## src/rtl/mm_req_ctrl_if.sv

```systemverilog
// Request, response and main-memory pins of mm_req_ctrl bundled as one interface.
// master is the controller; slave is the L1 miss path plus the memory it talks to.
interface mm_req_ctrl_if;
  logic         req_valid;
  logic         req_ready;
  logic [2:0]   req_op;
  logic [31:0]  req_addr;
  logic [31:0]  req_wb_addr;
  logic [3:0]   req_be;
  logic [255:0] req_wd;
  logic         rsp_valid;
  logic [255:0] rsp_rd;
  logic         rsp_err;
  logic [31:0]  mm_a;
  logic [3:0]   mm_be;
  logic         mm_write;
  logic         mm_read;
  logic [255:0] mm_wd;
  logic         mm_bypass;
  logic [255:0] mm_rd;
  logic         mm_valid;

  modport master (
    input  req_valid, req_op, req_addr, req_wb_addr, req_be, req_wd, mm_rd, mm_valid,
    output req_ready, rsp_valid, rsp_rd, rsp_err,
    output mm_a, mm_be, mm_write, mm_read, mm_wd, mm_bypass
  );

  modport slave (
    output req_valid, req_op, req_addr, req_wb_addr, req_be, req_wd, mm_rd, mm_valid,
    input  req_ready, rsp_valid, rsp_rd, rsp_err,
    input  mm_a, mm_be, mm_write, mm_read, mm_wd, mm_bypass
  );
endinterface

```

## src/rtl/mm_req_ctrl.sv

```systemverilog
// Main-memory request sequencer: one L1 miss-path request at a time, single-cycle
// memory strobes, one response per request with address-trap and timeout errors.
module mm_req_ctrl #(
  parameter int unsigned ADDR_BITS = 15,
  parameter int unsigned TIMEOUT   = 16
) (
  input logic           clk,
  input logic           reset,
  mm_req_ctrl_if.master bus
);

  localparam logic [2:0] OpFill   = 3'b000;
  localparam logic [2:0] OpWb     = 3'b001;
  localparam logic [2:0] OpWbFill = 3'b010;
  localparam logic [2:0] OpBypRd  = 3'b100;
  localparam logic [2:0] OpBypWr  = 3'b101;

  typedef enum logic [2:0] {StIdle, StWr, StRd, StWait, StResp} state_e;

  state_e       state_q, state_d;
  logic [2:0]   op_q, op_d;
  logic [29:0]  addr_q, addr_d;       // byte address [31:2]
  logic [26:0]  wb_addr_q, wb_addr_d; // line address [31:5]
  logic [3:0]   be_q, be_d;
  logic [255:0] wd_q, wd_d;
  logic [7:0]   cnt_q, cnt_d;

  logic         req_ready_q, req_ready_d;
  logic         rsp_valid_q, rsp_valid_d;
  logic         rsp_err_q, rsp_err_d;
  logic [255:0] rsp_rd_q, rsp_rd_d;
  logic [31:0]  mm_a_q, mm_a_d;
  logic [3:0]   mm_be_q, mm_be_d;
  logic         mm_write_q, mm_write_d;
  logic         mm_read_q, mm_read_d;
  logic [255:0] mm_wd_q, mm_wd_d;
  logic         mm_bypass_q, mm_bypass_d;

  function automatic logic addr_bad(input logic [31:0] a);
    return (a >> ADDR_BITS) != 32'd0;
  endfunction

  // Outputs are registered, so strobes are built while entering WR/RD: from the live
  // request on accept, from the captured copy when WBFILL moves on to its read.
  logic [2:0]   cur_op;
  logic [29:0]  cur_addr;
  logic [26:0]  cur_wb_addr;
  logic [3:0]   cur_be;
  logic [255:0] cur_wd;
  logic         op_legal, addr_trap;
  logic [31:0]  wr_a, rd_a;
  logic [3:0]   wr_be;
  logic [255:0] wr_wd;
  logic         wr_byp, rd_byp;

  always_comb begin
    if (state_q == StIdle) begin
      cur_op      = bus.req_op;
      cur_addr    = bus.req_addr[31:2];
      cur_wb_addr = bus.req_wb_addr[31:5];
      cur_be      = bus.req_be;
      cur_wd      = bus.req_wd;
    end else begin
      cur_op      = op_q;
      cur_addr    = addr_q;
      cur_wb_addr = wb_addr_q;
      cur_be      = be_q;
      cur_wd      = wd_q;
    end

    op_legal  = cur_op inside {OpFill, OpWb, OpWbFill, OpBypRd, OpBypWr};
    addr_trap = ((cur_op == OpWb || cur_op == OpWbFill) && addr_bad(bus.req_wb_addr)) ||
                ((cur_op != OpWb) && addr_bad(bus.req_addr));

    wr_byp = (cur_op == OpBypWr);
    wr_a   = wr_byp ? {cur_addr, 2'b00} : {cur_wb_addr, 5'b0};
    wr_be  = wr_byp ? cur_be : 4'hF;
    wr_wd  = wr_byp ? {224'b0, cur_wd[31:0]} : cur_wd;
    rd_byp = (cur_op == OpBypRd);
    rd_a   = rd_byp ? {cur_addr, 2'b00} : {cur_addr[29:3], 5'b0};
  end

  always_comb begin
    state_d     = state_q;
    op_d        = op_q;
    addr_d      = addr_q;
    wb_addr_d   = wb_addr_q;
    be_d        = be_q;
    wd_d        = wd_q;
    cnt_d       = cnt_q;
    req_ready_d = 1'b0;
    rsp_valid_d = 1'b0;
    rsp_err_d   = rsp_err_q;
    rsp_rd_d    = rsp_rd_q;
    mm_a_d      = '0;
    mm_be_d     = '0;
    mm_write_d  = 1'b0;
    mm_read_d   = 1'b0;
    mm_wd_d     = '0;
    mm_bypass_d = 1'b0;

    unique case (state_q)
      StIdle: begin
        if (bus.req_valid && req_ready_q) begin
          op_d      = bus.req_op;
          addr_d    = bus.req_addr[31:2];
          wb_addr_d = bus.req_wb_addr[31:5];
          be_d      = bus.req_be;
          wd_d      = bus.req_wd;
          if (!op_legal || addr_trap) begin
            state_d     = StResp;
            rsp_valid_d = 1'b1;
            rsp_err_d   = 1'b1;
            rsp_rd_d    = '0;
          end else if (cur_op == OpFill || cur_op == OpBypRd) begin
            state_d     = StRd;
            mm_read_d   = 1'b1;
            mm_a_d      = rd_a;
            mm_bypass_d = rd_byp;
          end else begin
            state_d     = StWr;
            mm_write_d  = 1'b1;
            mm_a_d      = wr_a;
            mm_be_d     = wr_be;
            mm_wd_d     = wr_wd;
            mm_bypass_d = wr_byp;
          end
        end else begin
          req_ready_d = 1'b1;
        end
      end
      StWr: begin
        if (op_q == OpWbFill) begin
          state_d     = StRd;
          mm_read_d   = 1'b1;
          mm_a_d      = rd_a;
          mm_bypass_d = rd_byp;
        end else begin
          state_d     = StResp;
          rsp_valid_d = 1'b1;
          rsp_err_d   = 1'b0;
          rsp_rd_d    = '0;
        end
      end
      StRd: begin
        state_d = StWait;
        cnt_d   = '0;
      end
      StWait: begin
        // Data arriving on the last allowed cycle still beats the timeout.
        if (bus.mm_valid) begin
          state_d     = StResp;
          rsp_valid_d = 1'b1;
          rsp_err_d   = 1'b0;
          rsp_rd_d    = (op_q == OpBypRd) ? {224'b0, bus.mm_rd[31:0]} : bus.mm_rd;
        end else if (cnt_q == 8'(TIMEOUT - 1)) begin
          state_d     = StResp;
          rsp_valid_d = 1'b1;
          rsp_err_d   = 1'b1;
          rsp_rd_d    = '0;
        end else begin
          cnt_d = cnt_q + 8'd1;
        end
      end
      StResp: begin
        state_d     = StIdle;
        req_ready_d = 1'b1;
      end
      default: begin
        state_d     = StIdle;
        req_ready_d = 1'b1;
      end
    endcase
  end

  always_ff @(posedge clk or posedge reset) begin
    if (reset) begin
      state_q     <= StIdle;
      op_q        <= '0;
      addr_q      <= '0;
      wb_addr_q   <= '0;
      be_q        <= '0;
      wd_q        <= '0;
      cnt_q       <= '0;
      req_ready_q <= 1'b1;
      rsp_valid_q <= 1'b0;
      rsp_err_q   <= 1'b0;
      rsp_rd_q    <= '0;
      mm_a_q      <= '0;
      mm_be_q     <= '0;
      mm_write_q  <= 1'b0;
      mm_read_q   <= 1'b0;
      mm_wd_q     <= '0;
      mm_bypass_q <= 1'b0;
    end else begin
      state_q     <= state_d;
      op_q        <= op_d;
      addr_q      <= addr_d;
      wb_addr_q   <= wb_addr_d;
      be_q        <= be_d;
      wd_q        <= wd_d;
      cnt_q       <= cnt_d;
      req_ready_q <= req_ready_d;
      rsp_valid_q <= rsp_valid_d;
      rsp_err_q   <= rsp_err_d;
      rsp_rd_q    <= rsp_rd_d;
      mm_a_q      <= mm_a_d;
      mm_be_q     <= mm_be_d;
      mm_write_q  <= mm_write_d;
      mm_read_q   <= mm_read_d;
      mm_wd_q     <= mm_wd_d;
      mm_bypass_q <= mm_bypass_d;
    end
  end

  assign bus.req_ready = req_ready_q;
  assign bus.rsp_valid = rsp_valid_q;
  assign bus.rsp_err   = rsp_err_q;
  assign bus.rsp_rd    = rsp_rd_q;
  assign bus.mm_a      = mm_a_q;
  assign bus.mm_be     = mm_be_q;
  assign bus.mm_write  = mm_write_q;
  assign bus.mm_read   = mm_read_q;
  assign bus.mm_wd     = mm_wd_q;
  assign bus.mm_bypass = mm_bypass_q;

endmodule

```

## src/flat_wrapper.sv

```systemverilog
// flat-port wrapper written by rule: the top's interface ports become plain ports
module mm_req_ctrl_flat 
#(
  parameter int unsigned ADDR_BITS = 15,
  parameter int unsigned TIMEOUT   = 16
)
  (clk, reset, bus_req_valid, bus_req_op, bus_req_addr, bus_req_wb_addr, bus_req_be, bus_req_wd, bus_mm_rd, bus_mm_valid, bus_req_ready, bus_rsp_valid, bus_rsp_rd, bus_rsp_err, bus_mm_a, bus_mm_be, bus_mm_write, bus_mm_read, bus_mm_wd, bus_mm_bypass);
  mm_req_ctrl_if bus_i ();
  input logic clk;
  input logic reset;
  input wire logic [$bits(bus_i.req_valid)-1:0] bus_req_valid;
  input wire logic [$bits(bus_i.req_op)-1:0] bus_req_op;
  input wire logic [$bits(bus_i.req_addr)-1:0] bus_req_addr;
  input wire logic [$bits(bus_i.req_wb_addr)-1:0] bus_req_wb_addr;
  input wire logic [$bits(bus_i.req_be)-1:0] bus_req_be;
  input wire logic [$bits(bus_i.req_wd)-1:0] bus_req_wd;
  input wire logic [$bits(bus_i.mm_rd)-1:0] bus_mm_rd;
  input wire logic [$bits(bus_i.mm_valid)-1:0] bus_mm_valid;
  output wire logic [$bits(bus_i.req_ready)-1:0] bus_req_ready;
  output wire logic [$bits(bus_i.rsp_valid)-1:0] bus_rsp_valid;
  output wire logic [$bits(bus_i.rsp_rd)-1:0] bus_rsp_rd;
  output wire logic [$bits(bus_i.rsp_err)-1:0] bus_rsp_err;
  output wire logic [$bits(bus_i.mm_a)-1:0] bus_mm_a;
  output wire logic [$bits(bus_i.mm_be)-1:0] bus_mm_be;
  output wire logic [$bits(bus_i.mm_write)-1:0] bus_mm_write;
  output wire logic [$bits(bus_i.mm_read)-1:0] bus_mm_read;
  output wire logic [$bits(bus_i.mm_wd)-1:0] bus_mm_wd;
  output wire logic [$bits(bus_i.mm_bypass)-1:0] bus_mm_bypass;
  assign bus_i.req_valid = bus_req_valid;
  assign bus_i.req_op = bus_req_op;
  assign bus_i.req_addr = bus_req_addr;
  assign bus_i.req_wb_addr = bus_req_wb_addr;
  assign bus_i.req_be = bus_req_be;
  assign bus_i.req_wd = bus_req_wd;
  assign bus_i.mm_rd = bus_mm_rd;
  assign bus_i.mm_valid = bus_mm_valid;
  assign bus_req_ready = bus_i.req_ready;
  assign bus_rsp_valid = bus_i.rsp_valid;
  assign bus_rsp_rd = bus_i.rsp_rd;
  assign bus_rsp_err = bus_i.rsp_err;
  assign bus_mm_a = bus_i.mm_a;
  assign bus_mm_be = bus_i.mm_be;
  assign bus_mm_write = bus_i.mm_write;
  assign bus_mm_read = bus_i.mm_read;
  assign bus_mm_wd = bus_i.mm_wd;
  assign bus_mm_bypass = bus_i.mm_bypass;
  mm_req_ctrl #(.ADDR_BITS(ADDR_BITS), .TIMEOUT(TIMEOUT)) u_core (.clk(clk), .reset(reset), .bus(bus_i));
endmodule
```

## config.mk

```make
export PLATFORM = sky130hd
export DESIGN_NAME = mm_req_ctrl_flat
export DESIGN_NICKNAME = d
export VERILOG_FILES = /design/src/rtl/mm_req_ctrl_if.sv /design/src/rtl/mm_req_ctrl.sv /design/src/flat_wrapper.sv
export SDC_FILE = /design/constraint.sdc
export NUM_CORES = 1
export LEC_CHECK = 0
export CAP_MARGIN = 10
export CORE_AREA = 5 5 445 447
export CTS_CLUSTER_SIZE = 14
export DETAILED_ROUTE_END_ITERATION = 7
export DIE_AREA = 0 0 450 452
export PLACE_DENSITY = 0.43
export SETUP_SLACK_MARGIN = 0.4
export SLEW_MARGIN = 0
export SYNTH_ARGS = -nofsm -noshare
export SYNTH_HDL_FRONTEND = slang
export SYNTH_SLANG_ARGS = --single-unit
```

## constraint.sdc

```tcl
create_clock -name clk -period 21 [get_ports clk]
set_clock_uncertainty 0.2 [all_clocks]
set_input_delay 2.1 -clock clk [delete_from_list [all_inputs] [get_ports clk]]
set_output_delay 2.1 -clock clk [all_outputs]
set_load 0.005 [all_outputs]
```

# Word-level counts from Yosys, hierarchy flattened

Cells that the tools add are included.

Flip-flop bits (word level): 598
Input port bits: 587
Output and inout port bits: 554
Logic and storage cells: 116

$add $sub $neg: 1
Equal/unequal tests: 17
Multiplexer cells: 64
Reduce and logical (&&, ||, !) cells: 20

Operators with widths:

| cell                                                 | count |
|---|---|
| two-way mux 256 bit                                  | 11 |
| one-hot mux 256 bit (3 select lines)                 | 1 |
| two-way mux 32 bit                                   | 5 |
| one-hot mux 32 bit (2 select lines)                  | 1 |
| nonzero test 32 bit                                  | 2 |
| two-way mux 30 bit                                   | 1 |
| two-way mux 1 bit                                    | 23 |
| two-way mux 4 bit                                    | 5 |
| two-way mux 3 bit                                    | 6 |
| two-way mux 8 bit                                    | 2 |
| one-hot mux 8 bit (2 select lines)                   | 1 |
| equality test 3 x 2 -> 1 bit (second input constant) | 4 |
| one-hot mux 3 bit (4 select lines)                   | 1 |
| inequality test 2 bit (second input constant)        | 5 |
| equality test 3 bit (second input constant)          | 3 |
| adder 8 x 1 -> 8 bit (second input constant)         | 1 |
| equality test 8 x 4 -> 1 bit (second input constant) | 1 |
| equality test 3 x 1 -> 1 bit (second input constant) | 2 |
| zero test 3 bit                                      | 2 |
| one-hot mux 1 bit (2 select lines)                   | 3 |
| one-hot mux 1 bit (3 select lines)                   | 2 |
| two-way mux 5 bit                                    | 1 |
| AND reduction 5 bit                                  | 1 |
| nonzero test 5 bit                                   | 1 |
| other kinds (11)                                     | 17 |

# Logic depth before layout (Yosys ltp)

Gate-level depths: netlist of the first run.

Depth after elaboration: 10
Mapped depth: 10

# Worst setup path after synthesis of the first run

OpenSTA, ideal clock, no wires.

Path kind: input to register
Start point: input port bus_req_addr[28]
End point: register u_core.rsp_err_q (netlist: u_core.bus.rsp_err)
Arrival: 3.678 ns
Required time: 20.675 ns
Path slack: 16.997 ns
Stages on the path: 6
Buffers on the path: 1
Cell sequence: or3_1 or2_2 a2bb2oi_2 o21ai_4 buf_4 mux2_2

Cells in the longest elaborated chain, start to end: 6

Ends and longest elaborated chain:

| item                            | line               | text |
|---|---|---|
| start: declaration              | flat_wrapper.sv:13 | `input wire logic [$bits(bus_i.req_addr)-1:0] bus_req_addr;` |
| nonzero test 32 bit             | mm_req_ctrl.sv:40  | `return (a >> ADDR_BITS) != 32'd0;` |
| logical AND 1 bit               | mm_req_ctrl.sv:73  | `((cur_op != OpWb) && addr_bad(bus.req_addr));` |
| logical OR 1 bit                | mm_req_ctrl.sv:72  | `addr_trap = ((cur_op == OpWb \|\| cur_op == OpWbFill) && addr_bad(bus.req_wb_addr)) \|\|` |
| logical OR 1 bit                | mm_req_ctrl.sv:110 | `if (!op_legal \|\| addr_trap) begin` |
| inequality test 2 bit (no line) | --                 |  |
| AND reduction 5 bit (no line)   | --                 |  |
| end signal: assignment          | mm_req_ctrl.sv:205 | `rsp_err_q <= rsp_err_d;` |
| end: declaration                | mm_req_ctrl.sv:30  | `logic rsp_err_q, rsp_err_d;` |

Every way passes these cells.
A chain may end at the register's enable or synchronous reset.

# Worst setup path after layout of the first run

Start point: input port bus_req_wb_addr[31]
End point: register u_core.rsp_rd_q[41] (netlist: u_core.bus.rsp_rd[41])

Cells in the longest elaborated chain, start to end: 6

Ends and longest elaborated chain:

| item                            | line               | text |
|---|---|---|
| start: declaration              | flat_wrapper.sv:14 | `input wire logic [$bits(bus_i.req_wb_addr)-1:0] bus_req_wb_addr;` |
| nonzero test 32 bit             | mm_req_ctrl.sv:40  |  |
| logical AND 1 bit               | mm_req_ctrl.sv:72  |  |
| logical OR 1 bit                | mm_req_ctrl.sv:72  |  |
| logical OR 1 bit                | mm_req_ctrl.sv:110 |  |
| inequality test 2 bit (no line) | --                 |  |
| AND reduction 5 bit (no line)   | --                 |  |
| end signal: assignment          | mm_req_ctrl.sv:206 | `rsp_rd_q <= rsp_rd_d;` |
| end: declaration                | mm_req_ctrl.sv:31  | `logic [255:0] rsp_rd_q, rsp_rd_d;` |

Every way passes these cells.

==> flow_summary.json, run 1 <==
{
  "post_cts_hold_buffer_count": 0,
  "area_fraction_of_the_dominant_cell_type_after_synthesis": 0.7102,
  "power.ir.vdd_worst_mv": 0.05902,
  "ctsResizeCount": 0,
  "holdCritPathClass": "register to register",
  "vias_in_the_first_global_route": 17529,
  "cpMaxStageDelayCell": "sky130_fd_sc_hd__buf_4",
  "syn_inst": 1457,
  "cts_made_buffers": 80,
  "synthSimpleGateAreaFrac": 0.1020,
  "yosys-mux-area-fraction": 0.02542,
  "synth_compound_area_frac": 0.1291,
  "synth_top_area_cells": "sky130_fd_sc_hd__dfrtp_1 (71%), sky130_fd_sc_hd__a22o_1 (11%), sky130_fd_sc_hd__and2_1 (7.7%)",
  "drive_gt1_frac": 0.07669,
  "setup.worst_path.start_class": "primary input",
  "post-cts-setup-buffer-count": 0,
  "worst_ep_arrival_time_ns": 6.52,
  "synth_enable_flop_cells": 0,
  "synth_top_cell_by_area": "sky130_fd_sc_hd__dfrtp_1",
  "crit_path_cell_trace": "clkdlybuf4s50_1 -> nor4_1 -> nand4_1 -> nor2_1 -> a2bb2oi_2 -> o21ai_4 -> buf_12 -> buf_4 -> a22o_1",
  "yosys.area_share.adder": 0.0005968,
  "syn_std_cell_area_um2": 20970,
  "drt_pre_antenna_iters": 5,
  "synth_flop_type": "sky130_fd_sc_hd__dfrtp_1",
  "count_of_endpoints_failing_hold_in_the_final_timing_report": 0,
  "max_slew_margin": 0.2540,
  "clk_path_buf_depth": 3,
  "avgViaCountPerCell": 3.261,
  "routed-via-count": 16980,
  "clk_pin_slew_ns": 0.05,
  "layout_worst_path_cycle_share": 0.2911,
  "drc": 0,
  "cts_tree": "yes",
  "drt_wl_total_um": 126500,
  "global_route.overflow_total": 0,
  "design.core.area_um2": 193800,
  "post-route-min-period_ns": 6.113,
  "clock-sinks": 596,
  "die_outline_area_um2": 203400,
  "synth_top_cells_by_count": "sky130_fd_sc_hd__dfrtp_1 (595), sky130_fd_sc_hd__and2_1 (257), sky130_fd_sc_hd__a22o_1 (256)",
  "seq_area_frac_synth": 0.7114,
  "synth_xor_area_frac": 0.002506,
  "area_growth_syn_to_layout_pct": 80.52,
  "ctsRootBufferMaster": "sky130_fd_sc_hd__clkbuf_16",
  "fp-row-count": 162,
  "dieWidth_um": 450,
  "timing.final.max_slew_violations": 0,
  "path_class": "primary input to register",
  "ys_ff_latch": 596,
  "r2r_cells": 6,
  "setup_tns_ns": 0,
  "leakagePower_nw": 16.05,
  "timing.rr.start": "u_core.state_q[0]$_DFFE_PP0P_",
  "yosys.cell_count.top_type": "sky130_fd_sc_hd__dfrtp_1",
  "cp.buffers_inverters": 3,
  "synth_top_family_by_area": "compound AO/OA/AOI/OAI gates",
  "placement.io_buffers": 1131,
  "grt_first_pass_wirelength_um": 165600,
  "status": "finished, final reports clean",
  "critical_path_peak_fanout": 160,
  "place_congestion": 0.8735,
  "antenna_found_initial": 73,
  "syn_area_per_cell_um2": 14.39,
  "startpoint": "bus_req_wb_addr[31]",
  "synth_cell_types": 54,
  "top_level_ports": 1141,
  "layout.nets": 3173,
  "max_freq_mhz": 163.6,
  "drv.max_cap_violation_count": 0,
  "cp_num_cells": 9,
  "gr-usage-all-layers": 0.1193,
  "rrSetupSlack_ns": 15.92,
  "worst-slew-pin-transition_ns": 1.119,
  "drt_iter0_markers": 1011,
  "initial_utilization": 0.1082,
  "report.final.setup_viol": 0,
  "die_height_um": 452,
  "setup.worst_path.end_class": "register",
  "critical_path.top_delay_family": "buffers and inverters",
  "yosys_warnings": 0,
  "setup.worst_path.end": "u_core.bus.rsp_rd[41]$_DFFE_PP0P_",
  "worstSkewPairLatency_ns": 0.69,
  "n_fill_cell": 21041,
  "dpl.hpwl_um": 100800,
  "r2r_end": "u_core.bus.mm_wd[215]$_DFF_PP0_",
  "power_density_nw_per_um2": 74.40,
  "ctsHtreeMaxLevel": 3,
  "dpl_cell_area_um2": 35090,
  "grt_start_max_net_pins": 166,
  "cp.required_ns": 21.41,
  "drt.antenna.violating_nets": 0,
  "route.detailed.wl_per_inst_um": 24.30,
  "grt_setup_unrepaired": "no",
  "synthArstFlopShare": 1.000,
  "post-route-cell-area_um2": 37850,
  "slowest_stage_delay_on_critical_path_ns": 0.96
}
==> how the worst min path moves through the flow <==
stage                                             startpoint                                 end  depth (start not counted)
after floorplan                  u_core.cnt_q[1]$_DFFE_PP0P_         u_core.cnt_q[1]$_DFFE_PP0P_                          2
after global placement    u_core.bus.rsp_rd[115]$_DFFE_PP0P_  u_core.bus.rsp_rd[115]$_DFFE_PP0P_                          1
after detailed placement   u_core.bus.rsp_rd[48]$_DFFE_PP0P_   u_core.bus.rsp_rd[48]$_DFFE_PP0P_                          1
after CTS                 u_core.bus.rsp_rd[112]$_DFFE_PP0P_  u_core.bus.rsp_rd[112]$_DFFE_PP0P_                          1
after global routing      u_core.bus.rsp_rd[112]$_DFFE_PP0P_  u_core.bus.rsp_rd[112]$_DFFE_PP0P_                          1
final                     u_core.bus.rsp_rd[154]$_DFFE_PP0P_  u_core.bus.rsp_rd[154]$_DFFE_PP0P_                          1
==> layer usage <==
| metal | track usage | vias to the layer above | wire length [um] |
|---|---|---|---|
| li1 | - | 7393 | - |
| met1 | 0.1231 | 8502 | 43750 |
| met5 | 0 | - | 82 |
| met4 | 0.05356 | 12 | 5905 |
| met3 | 0.05290 | 265 | 12000 |
| met2 | 0.2087 | 808 | 64810 |
==> cell families after synthesis <==
kind of cell               after synthesis
DFF                                    596
and+or+nand+nor                        365
AOI/OAI and AO/OA                      325
buffers and inverters                  114
muxes                                   49
xor gates and xnor gates                 6
adders and majority gates                1
other                                    1
==> registers in the layout, summed over array words and instances, names as in the netlist <==
signal	count
u_core.bus.mm_wd	256
u_core.bus.rsp_rd	256
u_core.addr_q	30
u_core.bus.mm_a	30
u_core.cnt_q	8
u_core.bus.mm_be	4
u_core.op_q	3
u_core.state_q	3
u_core.bus.mm_bypass	1
u_core.bus.mm_read	1
u_core.bus.mm_write	1
u_core.bus.req_ready	1
u_core.bus.rsp_err	1
u_core.bus.rsp_valid	1
==> final cells by class <==
class	count	area, um2	share of cell area
Antenna cell	18	45.04	0.001190
Clock buffer	111	2320	0.06129
Clock inverter	33	392.9	0.01038
Inverter	9	41.29	0.001091
Multi-Input combinational cell	748	5464	0.1444
Sequential cell	596	14920	0.3941
Tap cell	2542	3181	0.08404
Timing Repair Buffer	1150	11490	0.3035
==> layout by cell type (no fill, tap or decap), types with 4 or more instances in the layout <==
cell type	instances
sky130_fd_sc_hd__and2_1	257
sky130_fd_sc_hd__diode_2	18
sky130_fd_sc_hd__nor2_1	26
sky130_fd_sc_hd__a21oi_1	31
sky130_fd_sc_hd__clkdlybuf4s50_1	1131
sky130_fd_sc_hd__dfrtp_1	595
sky130_fd_sc_hd__bufinv_16	5
sky130_fd_sc_hd__o21a_1	4
sky130_fd_sc_hd__a22o_1	256
sky130_fd_sc_hd__nor4_1	9
sky130_fd_sc_hd__clkinv_2	11
sky130_fd_sc_hd__mux2_2	34
sky130_fd_sc_hd__mux2i_1	15
sky130_fd_sc_hd__xor2_1	5
sky130_fd_sc_hd__nand3_1	5
sky130_fd_sc_hd__clkbuf_8	18
sky130_fd_sc_hd__clkinvlp_4	4
sky130_fd_sc_hd__clkbuf_16	81
sky130_fd_sc_hd__o22ai_1	10
sky130_fd_sc_hd__clkbuf_1	12
sky130_fd_sc_hd__inv_1	8
sky130_fd_sc_hd__inv_6	6
sky130_fd_sc_hd__nand2_1	40
sky130_fd_sc_hd__or2_2	4
sky130_fd_sc_hd__nand4_1	4
sky130_fd_sc_hd__buf_4	17
==> where the power goes <==
part,switching [mW],internal (mW)
Clock,0.581,0.839
Combinational,0.0911,0.125
Sequential,0.0115,1.17
Total,0.684,2.13
==> metrics by stage <==
step                utilization  worst slack [ns]  total power [mW]  hold slack (ns)  instances
floorplan                     -             2.020             1.279           0.2672       1458
global placement         0.1811             14.14             1.420           0.2820       5045
detailed placement       0.1811             14.18             1.421           0.2803       5045
CTS                      0.1951             14.96             2.888           0.2996       5189
global route             0.1952             14.68             2.944           0.3026       5200
finish                   0.1953             14.89             2.816           0.2952       5207
==> worst reg2reg max path, stage by stage (launching register included) <==
cell	delay [ns]
sky130_fd_sc_hd__dfrtp_1	0.65
sky130_fd_sc_hd__or3_2	0.99
sky130_fd_sc_hd__nor2_1	0.63
sky130_fd_sc_hd__and3_4	0.71
sky130_fd_sc_hd__buf_4	0.64
sky130_fd_sc_hd__buf_4	0.75
sky130_fd_sc_hd__and2_1	0.40
Power figures use the tool's default switching activity.
==> inputs of run 2 (changes only) <==
Clock period 21 ns to 6.2 ns, I/O delays scaled along.
==> flow_summary.json, run 2 (same netlist as run 1, synthesis figures left out) <==
{
  "fin_hold_ws_ns": 0.1697,
  "design.core.area_um2": 193800,
  "drt_iter0_markers": 1004,
  "ctsHtreeMaxLevel": 3,
  "power.ir.vdd_worst_mv": 0.2143,
  "post_cts_hold_buffer_count": 0,
  "route.detailed.wl_per_inst_um": 25.33,
  "setup.worst_path.start_class": "register",
  "setup.worst_path.end_class": "register",
  "cts_tree": "yes",
  "top_level_ports": 1141,
  "power_density_nw_per_um2": 255.8,
  "cp.required_ns": 6.60,
  "post-cts-setup-buffer-count": 0,
  "area_growth_syn_to_layout_pct": 81.84,
  "critical_path.top_delay_family": "simple AND/OR/NAND/NOR gates",
  "clk_pin_slew_ns": 0.06,
  "dieWidth_um": 450,
  "clock-sinks": 596,
  "crit_path_cell_trace": "or3_2 -> buf_4 -> or2_2 -> a21oi_4 -> and2_1",
  "path_class": "register to register",
  "cpMaxStageDelayCell": "sky130_fd_sc_hd__a21oi_4",
  "max_freq_mhz": 252.8,
  "antenna_found_initial": 94,
  "status": "finished, final reports clean",
  "ctsRootBufferMaster": "sky130_fd_sc_hd__clkbuf_16",
  "grt_setup_unrepaired": "no",
  "drt_pre_antenna_iters": 5,
  "place_congestion": 0.9046,
  "layout.cells.most_common_list": "sky130_fd_sc_hd__clkdlybuf4s50_1 (1131), sky130_fd_sc_hd__dfrtp_1 (595), sky130_fd_sc_hd__and2_1 (257)",
  "n_fill_cell": 21040,
  "cp.buffers_inverters": 1,
  "global_route.overflow_total": 0,
  "report.final.setup_viol": 0,
  "drc": 0,
  "cts_made_buffers": 83,
  "totalPowerFinal_mw": 9.751,
  "die_outline_area_um2": 203400,
  "layout_worst_path_cycle_share": 0.6379,
  "placement.io_buffers": 1131,
  "timing.final.max_slew_violations": 0,
  "final_common_cell": "sky130_fd_sc_hd__clkdlybuf4s50_1",
  "fp-row-count": 162,
  "routed-via-count": 17195,
  "slowest_stage_delay_on_critical_path_ns": 0.91,
  "grt_start_max_net_pins": 143,
  "setup_slack_ns": 2.245,
  "count_of_endpoints_failing_hold_in_the_final_timing_report": 0,
  "drt_wl_total_um": 132000,
  "worstSkewPairLatency_ns": 0.68,
  "holdCritPathClass": "primary input to async pin",
  "drive_gt1_frac": 0.08002,
  "gr-usage-all-layers": 0.1248,
  "worst-slew-pin-transition_ns": 1.056,
  "layout.nets": 3187,
  "max_slew_margin": 0.2957,
  "avgViaCountPerCell": 3.298,
  "die_height_um": 452,
  "vias_in_the_first_global_route": 17744,
  "initial_utilization": 0.1082,
  "ctsResizeCount": 0,
  "post-route-min-period_ns": 3.955,
  "drv.max_cap_violation_count": 0,
  "drt.antenna.violating_nets": 0,
  "grt_first_pass_wirelength_um": 172700,
  "worst_ep_arrival_time_ns": 4.36,
  "critical_path_peak_fanout": 37,
  "rrSetupSlack_ns": 2.24,
  "dpl.hpwl_um": 106500,
  "clk_path_buf_depth": 3,
  "preCtsSetupSlack_ns": 1.925,
  "leakagePower_nw": 16.18
}
-- run 2: changes by cell type in the layout (fill, tap and decap cells not counted), moves of 3 or more --
cell	before	now
sky130_fd_sc_hd__buf_12	2	12
sky130_fd_sc_hd__diode_2	18	9
sky130_fd_sc_hd__clkbuf_1	12	17
sky130_fd_sc_hd__clkbuf_16	81	84
sky130_fd_sc_hd__clkbuf_8	18	15
-- run 2: area by class of cell --
type	count	area (um2)	share of cell area
flip-flops and latches	596	14920	0.3912
repair buffers	1161	11700	0.3068
multi-input cells	748	5464	0.1433
well taps	2542	3181	0.08342
clock buffers	116	2372	0.06222
clock inverters	32	436.7	0.01145
inverters	9	37.54	0.0009845
diodes	9	22.52	0.0005907
-- run 2: metal layers --
metal  routed length (um)  vias to the layer above  global-route usage
met5                   38                        -                   0
met4                 4165                        6             0.03096
met3                 9891                      291             0.04235
met2                70010                      839              0.2331
met1                47920                     8638              0.1346
li1                     -                     7421                   -
-- run 2: power breakdown --
part	internal [mW]	leakage [nW]	switching [mW]	total, mW
clock network	2.98	1.37	2.00	4.98
registers	3.96	8.24	0.0390	4.00
logic	0.436	6.57	0.336	0.771
-- run 2: per-stage QoR --
step           utilization  std cells  setup TNS (ns)  instance area [um2]
2_1_floorplan            -       1458        -1634.60                20970
3_3_place_gp        0.1821       5056               0                35290
3_5_place_dp        0.1821       5056               0                35290
4_1_cts             0.1966       5204               0                38100
5_1_grt             0.1967       5206               0                38110
6_report            0.1968       5213               0                38130
-- run 2: path summary, 6_finish.rpt --
path                       cells past startpoint                          startpoint                                  to
max in group asynchronous                      3                               reset      u_core.bus.mm_wd[55]$_DFF_PP0_
hold / removal                                 2                               reset  u_core.bus.rsp_rd[129]$_DFFE_PP0P_
hold reg to reg                                1  u_core.bus.rsp_rd[112]$_DFFE_PP0P_  u_core.bus.rsp_rd[112]$_DFFE_PP0P_
setup reg to reg                               5       u_core.state_q[0]$_DFFE_PP0P_       u_core.bus.mm_wd[6]$_DFF_PP0_
min in group clk                               2                     bus_req_wd[154]     u_core.bus.mm_wd[154]$_DFF_PP0_
setup / recovery                               5       u_core.state_q[0]$_DFFE_PP0P_       u_core.bus.mm_wd[6]$_DFF_PP0_
==> inputs of run 3 (changes only) <==
Clock period 6.2 ns to 3.7 ns, I/O delays scaled along.
==> flow_summary.json, run 3 (same netlist as run 1, synthesis figures left out) <==
{
  "status": "finished, final reports clean",
  "grt_first_pass_wirelength_um": 175900,
  "drt_wl_total_um": 133400,
  "clock-sinks": 596,
  "power.ir.vdd_worst_mv": 0.4285,
  "clk_pin_slew_ns": 0.06,
  "swShare": 0.2399,
  "holdCritPathClass": "primary input to register",
  "placement.io_buffers": 1131,
  "dpl_cell_area_um2": 35750,
  "drive_gt1_frac": 0.08617,
  "top_level_ports": 1141,
  "layout.cells.most_common_list": "sky130_fd_sc_hd__clkdlybuf4s50_1 (1131), sky130_fd_sc_hd__dfrtp_1 (595), sky130_fd_sc_hd__dlygate4sd3_1 (288)",
  "worst_ep_arrival_time_ns": 3.55,
  "final_common_cell": "sky130_fd_sc_hd__clkdlybuf4s50_1",
  "fin_hold_ws_ns": 0.09938,
  "layout.nets": 3519,
  "die_outline_area_um2": 203400,
  "cp.required_ns": 4.11,
  "gr-usage-all-layers": 0.1263,
  "drt.antenna.violating_nets": 0,
  "worst-slew-pin-transition_ns": 0.6801,
  "worstSkewPairLatency_ns": 0.68,
  "timing.final.max_slew_violations": 0,
  "r2r_end": "u_core.bus.rsp_rd[204]$_DFFE_PP0P_",
  "place_congestion": 0.9347,
  "timing.rr.start": "u_core.state_q[0]$_DFFE_PP0P_",
  "drt_iter0_markers": 977,
  "count_of_endpoints_failing_hold_in_the_final_timing_report": 0,
  "setup.worst_path.start_class": "primary input",
  "route.detailed.wl_per_inst_um": 24.03,
  "setup.worst_path.end": "u_core.bus.mm_wd[186]$_DFF_PP0_",
  "startpoint": "bus_req_addr[16]",
  "grt_start_max_net_pins": 104,
  "design.core.area_um2": 193800,
  "critical_path_peak_fanout": 57,
  "ctsHtreeMaxLevel": 3,
  "cts_made_buffers": 81,
  "antenna_found_initial": 89,
  "ctsRootBufferMaster": "sky130_fd_sc_hd__clkbuf_16",
  "report.final.setup_viol": 0,
  "rrSetupSlack_ns": 0.77,
  "fraction_of_power_consumed_by_the_clock_network": 0.500,
  "drc": 0,
  "cts_tree": "yes",
  "sequentialPowerShare": 0.403,
  "path_class": "primary input to register",
  "power_density_nw_per_um2": 400.6,
  "r2r_cells": 8,
  "final_core_util": 0.2142,
  "drv.max_cap_violation_count": 0,
  "dpl.hpwl_um": 108000,
  "post-route-min-period_ns": 3.143,
  "setup.worst_path.end_class": "register",
  "power_dissipated_by_switching_net_loads_mw": 3.989,
  "dieWidth_um": 450,
  "ctsResizeCount": 0,
  "drt_pre_antenna_iters": 5,
  "avgViaCountPerCell": 3.319,
  "layout_worst_path_cycle_share": 0.8494,
  "clk_path_buf_depth": 3,
  "global_route.overflow_total": 0,
  "post-route-cell-area_um2": 41500,
  "grt_setup_unrepaired": "no",
  "preCtsSetupSlack_ns": 0.1716,
  "max_slew_margin": 0.5466,
  "vias_in_the_first_global_route": 19573,
  "leakagePower_nw": 17.66,
  "p_int_mw": 12.64,
  "die_height_um": 452,
  "setup_slack_ns": 0.5571,
  "comb_power_share": 0.097,
  "initial_utilization": 0.1082,
  "routed-via-count": 18421,
  "fp-row-count": 162,
  "worst_min_path_start": "bus_mm_rd[219]",
  "max_freq_mhz": 318.2,
  "area_growth_syn_to_layout_pct": 97.95
}
==> run 3: cell types whose count changed in the layout (fill, tap and decap cells not counted), moves of 5 or more <==
cell / previous run / this run
sky130_fd_sc_hd__buf_12: 12 / 23
sky130_fd_sc_hd__buf_4: 18 / 53
sky130_fd_sc_hd__clkbuf_8: 15 / 20
sky130_fd_sc_hd__clkinv_2: 10 / 5
sky130_fd_sc_hd__diode_2: 9 / 14
sky130_fd_sc_hd__dlygate4sd3_1: 0 / 288
==> run 3: metal layers <==
layer / up-vias / track usage / share of wire
met5: - / 0 / 0.00034
met4: 8 / 0.04475 / 0.039
met3: 286 / 0.04559 / 0.080
met2: 867 / 0.2300 / 0.52
met1: 9170 / 0.1342 / 0.36
li1: 8090 / - / -
==> run 3: worst max-delay path: stages <==
cell	delay [ns]
sky130_fd_sc_hd__dlygate4sd3_1	0.54
sky130_fd_sc_hd__clkdlybuf4s50_1	0.46
sky130_fd_sc_hd__nor4_1	0.34
sky130_fd_sc_hd__nand4_1	0.24
sky130_fd_sc_hd__or2_2	0.39
sky130_fd_sc_hd__o21ai_0	0.24
sky130_fd_sc_hd__and3_4	0.27
sky130_fd_sc_hd__buf_4	0.19
sky130_fd_sc_hd__buf_12	0.23
sky130_fd_sc_hd__and2_1	0.19
==> run 3: worst min-delay path by stage <==
stage                                                     to  slack, ns  depth (start not counted)
after floorplan                  u_core.cnt_q[1]$_DFFE_PP0P_       0.27                          2
after global placement    u_core.bus.rsp_rd[141]$_DFFE_PP0P_       0.28                          1
after detailed placement  u_core.bus.rsp_rd[237]$_DFFE_PP0P_       0.28                          1
after CTS                 u_core.bus.rsp_rd[219]$_DFFE_PP0P_     0.0001                          2
after global routing       u_core.bus.rsp_rd[39]$_DFFE_PP0P_       0.03                          2
final                     u_core.bus.rsp_rd[219]$_DFFE_PP0P_        0.1                          2
==> run 3: timing repair <==
item	4_1_cts	5_1_grt
hold buffers	288	0
buffers inserted	0	2
setup endpoints to repair	0	36
hold endpoints to repair	299	0
==> run 3: final cells by class <==
class / instances / area, um2
fill: 20726 / 152300
inverter: 9 / 37.54
tap: 2542 / 3181
clock inverter: 28 / 400.4
antenna: 14 / 35.03
sequential: 596 / 14920
clock buffer: 118 / 2409
multi-input combinational: 748 / 5463
timing repair buffer: 1495 / 15060
==> run 3: power by group through the flow <==
stage	Sequential [mW]	Clock, mW	Combinational, mW
after global placement	6.81	0	1.36
after CTS	6.70	8.69	1.65
after detailed placement	6.81	0	1.36
final	6.70	8.31	1.62
after floorplan	6.80	0	0.460
after global routing	6.71	8.90	1.75
==> run 3: metrics by stage <==
stage	std cells	power (mW)	setup TNS (ns)
floorplan	1458	7.264	-2975.60
global placement	5100	8.168	0
detailed placement	5100	8.173	0
CTS	5534	17.05	0
global route	5544	17.36	0
finish	5550	16.63	0
